File: config.mk
export PLATFORM = sky130hd
export DESIGN_NAME = vcache_dma_arbiter
export DESIGN_NICKNAME = d
export VERILOG_FILES = /design/src/rtl/vcache_dma_arbiter.sv
export SDC_FILE = /design/constraint.sdc
export NUM_CORES = 1
export LEC_CHECK = 0
export ABC_CLOCK_PERIOD_IN_PS = 2000
export CAP_MARGIN = 0
export CORE_AREA = 2 2 167 169
export CTS_BUF_LIST = sky130_fd_sc_hd__clkbuf_16
export DETAILED_ROUTE_END_ITERATION = 10
export DIE_AREA = 0 0 169 171
export PLACE_DENSITY = 0.45
export RECOVER_POWER = 100
export SYNTH_ARGS = -nofsm -noshare
export SYNTH_HDL_FRONTEND = slang
export SYNTH_SLANG_ARGS = --single-unit
File: constraint.sdc
create_clock -name clk_i -period 2 [get_ports clk_i]
set_clock_uncertainty 0.1 [all_clocks]
set_input_delay 0.2 -clock clk_i [delete_from_list [all_inputs] [get_ports clk_i]]
set_output_delay 0.2 -clock clk_i [all_outputs]
set_load 0.02 [all_outputs]
File: src/rtl/vcache_dma_arbiter.sv
// Round-robin arbiter that shares one DRAM DMA channel among several vcache DMA ports.
// One transaction (packet, then one block of fill or evict data) is in flight at a time.
module vcache_dma_arbiter #(
    parameter  int num_caches_p          = 4,
    parameter  int addr_width_p          = 32,
    parameter  int data_width_p          = 32,
    parameter  int block_size_in_words_p = 8,
    localparam int dma_pkt_width_lp      = addr_width_p + 1,
    localparam int lg_caches_lp          = $clog2(num_caches_p)
) (
    input  logic                                   clk_i,
    input  logic                                   reset_n_i,

    input  logic [num_caches_p*dma_pkt_width_lp-1:0] cache_dma_pkt_i,
    input  logic [num_caches_p-1:0]                cache_dma_pkt_v_i,
    output logic [num_caches_p-1:0]                cache_dma_pkt_yumi_o,

    output logic [data_width_p-1:0]                cache_dma_data_o,
    output logic [num_caches_p-1:0]                cache_dma_data_v_o,
    input  logic [num_caches_p-1:0]                cache_dma_data_ready_i,

    input  logic [num_caches_p*data_width_p-1:0]   cache_dma_data_i,
    input  logic [num_caches_p-1:0]                cache_dma_data_v_i,
    output logic [num_caches_p-1:0]                cache_dma_data_yumi_o,

    output logic [dma_pkt_width_lp-1:0]            dma_pkt_o,
    output logic                                   dma_pkt_v_o,
    input  logic                                   dma_pkt_yumi_i,

    input  logic [data_width_p-1:0]                dma_data_i,
    input  logic                                   dma_data_v_i,
    output logic                                   dma_data_ready_o,

    output logic [data_width_p-1:0]                dma_data_o,
    output logic                                   dma_data_v_o,
    input  logic                                   dma_data_yumi_i,

    output logic [lg_caches_lp-1:0]                grant_id_o,
    output logic                                   busy_o
);

    localparam int cnt_width_lp = $clog2(block_size_in_words_p) + 1;
    localparam logic [cnt_width_lp-1:0] last_cnt_lp = cnt_width_lp'(block_size_in_words_p - 1);
    localparam logic [lg_caches_lp-1:0] last_cache_lp = lg_caches_lp'(num_caches_p - 1);

    typedef enum logic [1:0] {IDLE, SEND, RD, WR} state_e;

    state_e                  state_q, state_d;
    logic [lg_caches_lp-1:0] rr_ptr_q, rr_ptr_d;
    logic [lg_caches_lp-1:0] sel_q, sel_d;
    logic [cnt_width_lp-1:0] word_cnt_q, word_cnt_d;

    logic [dma_pkt_width_lp-1:0] pkt_sel;
    logic [data_width_p-1:0]     evict_sel;
    logic                        rd_xfer;
    logic                        wr_xfer;
    logic                        found;
    logic [lg_caches_lp-1:0]     pick;

    always_ff @(posedge clk_i) begin
        if (!reset_n_i) begin
            state_q    <= IDLE;
            rr_ptr_q   <= '0;
            sel_q      <= '0;
            word_cnt_q <= '0;
        end else begin
            state_q    <= state_d;
            rr_ptr_q   <= rr_ptr_d;
            sel_q      <= sel_d;
            word_cnt_q <= word_cnt_d;
        end
    end

    // First requester at or after rr_ptr, wrapping around the port list.
    always_comb begin
        int idx;
        idx   = 0;
        found = 1'b0;
        pick  = '0;
        for (int i = 0; i < num_caches_p; i++) begin
            idx = int'(rr_ptr_q) + i;
            if (idx >= num_caches_p) begin
                idx = idx - num_caches_p;
            end
            if (!found && cache_dma_pkt_v_i[idx]) begin
                found = 1'b1;
                pick  = lg_caches_lp'(idx);
            end
        end
    end

    always_comb begin
        state_d    = state_q;
        rr_ptr_d   = rr_ptr_q;
        sel_d      = sel_q;
        word_cnt_d = word_cnt_q;

        cache_dma_pkt_yumi_o  = '0;
        cache_dma_data_o      = '0;
        cache_dma_data_v_o    = '0;
        cache_dma_data_yumi_o = '0;
        dma_pkt_o             = '0;
        dma_pkt_v_o           = 1'b0;
        dma_data_ready_o      = 1'b0;
        dma_data_o            = '0;
        dma_data_v_o          = 1'b0;

        pkt_sel   = cache_dma_pkt_i[sel_q*dma_pkt_width_lp +: dma_pkt_width_lp];
        evict_sel = cache_dma_data_i[sel_q*data_width_p +: data_width_p];
        rd_xfer   = dma_data_v_i & cache_dma_data_ready_i[sel_q];
        wr_xfer   = dma_data_yumi_i & cache_dma_data_v_i[sel_q];

        unique case (state_q)
            IDLE: begin
                if (found) begin
                    sel_d   = pick;
                    state_d = SEND;
                end
            end
            SEND: begin
                dma_pkt_o   = pkt_sel;
                dma_pkt_v_o = 1'b1;
                if (dma_pkt_yumi_i) begin
                    cache_dma_pkt_yumi_o[sel_q] = 1'b1;
                    rr_ptr_d   = (sel_q == last_cache_lp) ? '0 : sel_q + lg_caches_lp'(1);
                    word_cnt_d = '0;
                    state_d    = pkt_sel[dma_pkt_width_lp-1] ? WR : RD;
                end
            end
            RD: begin
                cache_dma_data_o          = dma_data_i;
                cache_dma_data_v_o[sel_q] = dma_data_v_i;
                dma_data_ready_o          = cache_dma_data_ready_i[sel_q];
                if (rd_xfer) begin
                    if (word_cnt_q == last_cnt_lp) begin
                        state_d = IDLE;
                    end else begin
                        word_cnt_d = word_cnt_q + cnt_width_lp'(1);
                    end
                end
            end
            WR: begin
                dma_data_o                   = evict_sel;
                dma_data_v_o                 = cache_dma_data_v_i[sel_q];
                cache_dma_data_yumi_o[sel_q] = wr_xfer;
                if (wr_xfer) begin
                    if (word_cnt_q == last_cnt_lp) begin
                        state_d = IDLE;
                    end else begin
                        word_cnt_d = word_cnt_q + cnt_width_lp'(1);
                    end
                end
            end
            default: state_d = IDLE;
        endcase

        // Reset silences every handshake immediately, before the flops clear.
        if (!reset_n_i) begin
            cache_dma_pkt_yumi_o  = '0;
            cache_dma_data_o      = '0;
            cache_dma_data_v_o    = '0;
            cache_dma_data_yumi_o = '0;
            dma_pkt_o             = '0;
            dma_pkt_v_o           = 1'b0;
            dma_data_ready_o      = 1'b0;
            dma_data_o            = '0;
            dma_data_v_o          = 1'b0;
        end
    end

    assign grant_id_o = reset_n_i ? sel_q : '0;
    assign busy_o     = reset_n_i && (state_q != IDLE);

endmodule

### Yosys cells after proc, flatten, opt, wreduce, memory -nomap -nowiden

Cells that the tools add are included.

* register bits: 10
* input bits: 309
* word-level logic and storage cells: 117

* $add $sub $neg: 9
* multipliers: 1
* magnitude comparators: 10
* equal/unequal tests: 9
* shift-type cells: 2
* muxes and demuxes: 63
* bitwise logic cells: 4
* reduce and logical (&&, ||, !) cells: 15

Operators by type and width (count)
* 2-to-1 mux 32 bit: 8
* variable part select 132 x 9 -> 33 bit: 1
* less-than comparator 32 x 4 -> 1 bit (second input constant): 4
* variable part select 128 x 8 -> 32 bit: 1
* 2-to-1 mux 33 bit: 2
* 2-to-1 mux 4 bit: 11
* 2-to-1 mux 1 bit: 22
* 2-to-1 mux 2 bit: 11
* binary-select mux 1 bit (select 2 bit): 6
* one-hot mux 4 bit (3 select lines): 1
* subtractor 3 x 3 -> 4 bit (second input constant): 3
* >= comparator 3 bit (second input constant): 3
* AND 4 bit: 2
* multiplier 2 x 6 -> 8 bit (second input constant): 1
* != test 2 bit (second input constant): 4
* one-hot mux 2 bit (4 select lines): 1
* AND reduction 4 bit: 2
* adder 2 x 2 -> 3 bit (second input constant): 2
* equality test 2 bit (second input constant): 3
* logical AND 1 bit: 5
* adder 4 x 1 -> 4 bit (second input constant): 1
* equality test 4 x 3 -> 1 bit (second input constant): 1
* AND reduction 2 bit: 2
* subtractor 2 x 3 -> 4 bit (second input constant): 1
* 12 further kinds: 15

### Longest topological paths before layout

* depth after elaboration: 17
* gate-level depth with buffers: 7

### Worst setup path after synthesis

No wires, ideal clock.

* path kind: flip-flop to output port
* from: register sel_q[0]
* to: output dma_pkt_o[10]
* data arrival time: 1653 ps
* required time: 1700 ps
* slack: 47 ps
* cell stages (with the launch flop): 6
* path through: dfxtp_1 > buf_6 > buf_2 > buf_4 > mux4_2 > nor2b_1

* word-level cells in the longest chain between the ends: 4

Ends and longest elaborated chain
* start, declared: line 50 `logic [lg_caches_lp-1:0] sel_q, sel_d;`
* start signal, assigned: line 69 `sel_q <= sel_d;`
* multiplier 2 x 6 -> 8 bit: line 108 `pkt_sel = cache_dma_pkt_i[sel_q*dma_pkt_width_lp +: dma_pkt_width_lp];`
* variable part select 132 x 9 -> 33 bit: line 108
* 2-to-1 mux 33 bit: line 113 `unique case (state_q)`
* 2-to-1 mux 33 bit: line 158 `if (!reset_n_i) begin`
* end, declared: line 26 `output logic [dma_pkt_width_lp-1:0] dma_pkt_o,`

Every way passes these cells.

### Worst setup path in the final report

* from: register sel_q[0]
* to: output dma_pkt_o[19]

The elaborated chain is that of the path after synthesis.

==> results <==
==> per-layer routing <==
metal / track usage [%] / vias up / wire [um]
met5: 0 / - / 0
met4: 2.30 / 0 / 184
met3: 3.26 / 8 / 1920
met2: 26.6 / 260 / 10900
met1: 16.2 / 2115 / 8330
li1: - / 2137 / -
==> how the worst max path moves through the flow <==
stage,start,to,slack (ns),depth (start not counted)
detailed placement,cache_dma_data_v_i[0],cache_dma_data_yumi_o[0],-0.51,7
CTS,sel_q[0],cache_dma_data_yumi_o[0],-0.23,7
floorplan,sel_q[0],dma_pkt_o[10],0.05,5
global placement,cache_dma_data_v_i[0],cache_dma_data_yumi_o[2],-0.56,7
finish,sel_q[0],dma_pkt_o[19],-0.16,7
global route,sel_q[0],dma_pkt_o[31],-0.22,7
==> cell usage in the layout, fill, tap and decap left out, drive strengths merged, types with 5 or more instances in the layout <==
master and n:
nor3 8, a21oi 9, clkdlybuf4s50 308, nor2 8, clkbuf 9, inv 5, buf 178, nor2b 65
nand3 7, clkdlybuf4s15 11, nand2 9, and3 8, and2 41, dfxtp 10, ha 5, mux4 66
==> where the power goes <==
group	internal, W	switching [W]
Clock	0.000262	0.0000946
Combinational	0.00130	0.000652
Sequential	0.000212	0.0000183
Total	0.00178	0.000765
==> state kept, by name, summed over array words and instances, names as in the netlist <==
name and flops:
word_cnt_q 4, rr_ptr_q 2, sel_q 2, state_q 2
==> critical path, delay by kind of cell (launching register included) <==
family	cells	cell delay, ns
buffers and inverters	5	0.59
DFF	1	0.37
muxes	1	0.51
and+or+nand+nor	1	0.14
==> final cells by class <==
| class | instances | area, sq um | area share (%) |
|---|---|---|---|
| sequential | 10 | 208 | 2.42 |
| clock buffer | 3 | 75.1 | 0.874 |
| inverter | 6 | 26.3 | 0.306 |
| multi-input combinational | 261 | 2960 | 34.4 |
| timing repair buffer | 506 | 4880 | 56.9 |
| clock inverter | 1 | 3.75 | 0.0437 |
| tap | 346 | 433 | 5.04 |
==> stage by stage <==
stage | hold WS, ns | setup slack, ns | util (%) | setup TNS [ns] | std cells
after global placement | 0.419 | -0.556 | 29.5 | -33.49 | 1094
after CTS | 0.402 | -0.230 | 31.1 | -8.22 | 1130
after global routing | 0.429 | -0.222 | 31.4 | -11.26 | 1133
after detailed placement | 0.420 | -0.507 | 29.5 | -34.97 | 1094
final | 0.408 | -0.162 | 31.4 | -5.42 | 1133
after floorplan | 0.303 | 0.0465 | - | 0 | 306
==> kinds of logic (layout without fill, tap and decap cells) <==
kind of cell	count (synthesis)	in the layout	share of synthesized area [%]
AND/OR/NAND/NOR	160	160	31.3
buffers and inverters	35	516	5.17
flip-flops	10	10	6.46
adder cells (fa/ha/maj)	5	5	2.02
AO/OA/AOI/OAI	26	26	5.77
multiplexers	70	70	49.3
==> what timing repair did <==
item                       4_1_cts  5_1_grt
cloned                           7        0
buffers inserted                25        9
setup endpoints to repair      115       92
pin swaps                        3        8
gates resized for setup        473       89
==> run summary <==
===========================================================================
Register-to-Register Setup Slack                                   -0.06 ns
Share of the clock period used by the worst path                       108%
Antenna violations before repair                                          0
Most numerous cell in the Yosys netlist                        sky130_fd_sc_hd__mux4_2
Cell area after layout                                           8590 sq um
HPWL after DPL                                                      18.0 mm
Post-synth EDFFs                                                          0
Post-CTS Hold Buffers                                                     0
Minimum clock period                                                2.16 ns
Startpoint of the worst register-to-register path                  sel_q[0]
DRC violation count after routing                                         0
Aggregate global-route resource usage                                 14.0%
Area of the die                                                 28900 sq um
Cell Area, Placed                                                8070 sq um
Fin nets                                                               1102
Worst hold start                                                 state_q[0]
H-tree depth                                                              1
Run status                                                     finished, violations left
Placer's final routability congestion estimate                        0.775
Clock transition at path regs                                       0.04 ns
Cell types with the highest counts after synthesis             66 x sky130_fd_sc_hd__mux4_2, 65 x sky130_fd_sc_hd__nor2b_1, 41 x sky130_fd_sc_hd__and2_1
Final number of max-transition violations                                 0
Post-DR wirelength/cell                                             18.8 um
Rel. slew slack                                                       73.2%
Area Growth Syn to Fin                                                 177%
Area of the placeable core                                      27300 sq um
Antenna cell count                                                        0
Avg Vias per Cell                                                      3.99
Vias                                                                   4520
Num ports                                                               424
Final worst setup slack                                           -0.162 ns
Cell taking the most area after synthesis                      sky130_fd_sc_hd__mux4_2
Cell Rows                                                                61
Post-synthesis cell count                                               306
Reg-to-Reg End                                                   state_q[0]
Kind of path behind the tightest hold check                    flip-flop to flip-flop
Destination of the worst hold path                               state_q[0]
Share of the yosys chip area belonging to registers                   6.46%
F_max                                                               462 MHz
Number of failing setup endpoints in the final timing report             66
Number of violations of the max-capacitance limit                         0
Maximum clock path buffer count                                           2
Cells along the critical path                                  buf_12 -> buf_12 -> buf_16 -> buf_8 -> mux4_2 -> nor2b_4 -> buf_6
Predominant post-synthesis flop cell                           sky130_fd_sc_hd__dfxtp_1
VDD IR max                                                         0.289 mV
Top cell by count, worst path                                  sky130_fd_sc_hd__buf_12
Synthesized cell area                                            3100 sq um
Cell count of the worst hold path                                         2
Share of layout cells above drive strength 1                          38.2%
Data arrival time of the critical path                              1.86 ns
First-pass GRT wire length                                          30.3 mm
Average footprint of a synthesized cell                          10.1 sq um
Number of routed nets with antenna violations                             0
Die height                                                           171 um
Die X                                                                169 um
Master cell of the clock root buffer                           sky130_fd_sc_hd__clkbuf_16
Count of synthesis-stage warnings from yosys                              0
# fillers                                                              2889
Sort of element at the start of the critical path                 flip-flop
Leading cell types by total area after synthesis               sky130_fd_sc_hd__mux4_2 48%, sky130_fd_sc_hd__nor2b_1 13%, sky130_fd_sc_hd__and2_1 8.3%
Worst-path cell with the longest stage delay                   sky130_fd_sc_hd__mux4_2
Failing checks                                                 negative setup slack
Number of global-route vias before repair                              4871
Max Fanout on Critical Path                                               6
Critical Path RT                                                    1.70 ns
Largest net degree at the start of global routing                        26
Net count of the mapped netlist                                         620
TritonCTS clock tree                                                  built
Setup crit end kind                                             output port
Worst setup path category                                      flip-flop to output port
Power density over cell area                                    296 nW/um^2
FF-to-FF path depth                                                       9
Unrepaired setup endpoints after global routing                        true
Clock sink count                                                         10
Top cell type's share of synthesized area                             47.9%
Power Total                                                       0.00254 W
Quantity of I/O buffers inserted on ports                               423
Clock latency on the worst-skew pair                                0.24 ns
Grt total ovfl                                                            0
Detailed-router iteration count before antenna repair                     4
Static leakage                                                      3.41 nW
Asr flop ratio synth                                                     0%
Slowest stage delay, CP                                             0.51 ns
Initial DRC Count                                                       135
Transition time at the pin with the least slew margin              0.396 ns
Wire length reported by the detailed router                         21.3 mm
Distinct cell type count of the synthesized netlist                      41
Num CTS Buffers                                                           3
Final hold violation count                                                0
Starting Density                                                      11.3%
Flip-flop and latch count after synthesis                                10
===========================================================================
Power figures use the tool's default switching activity.
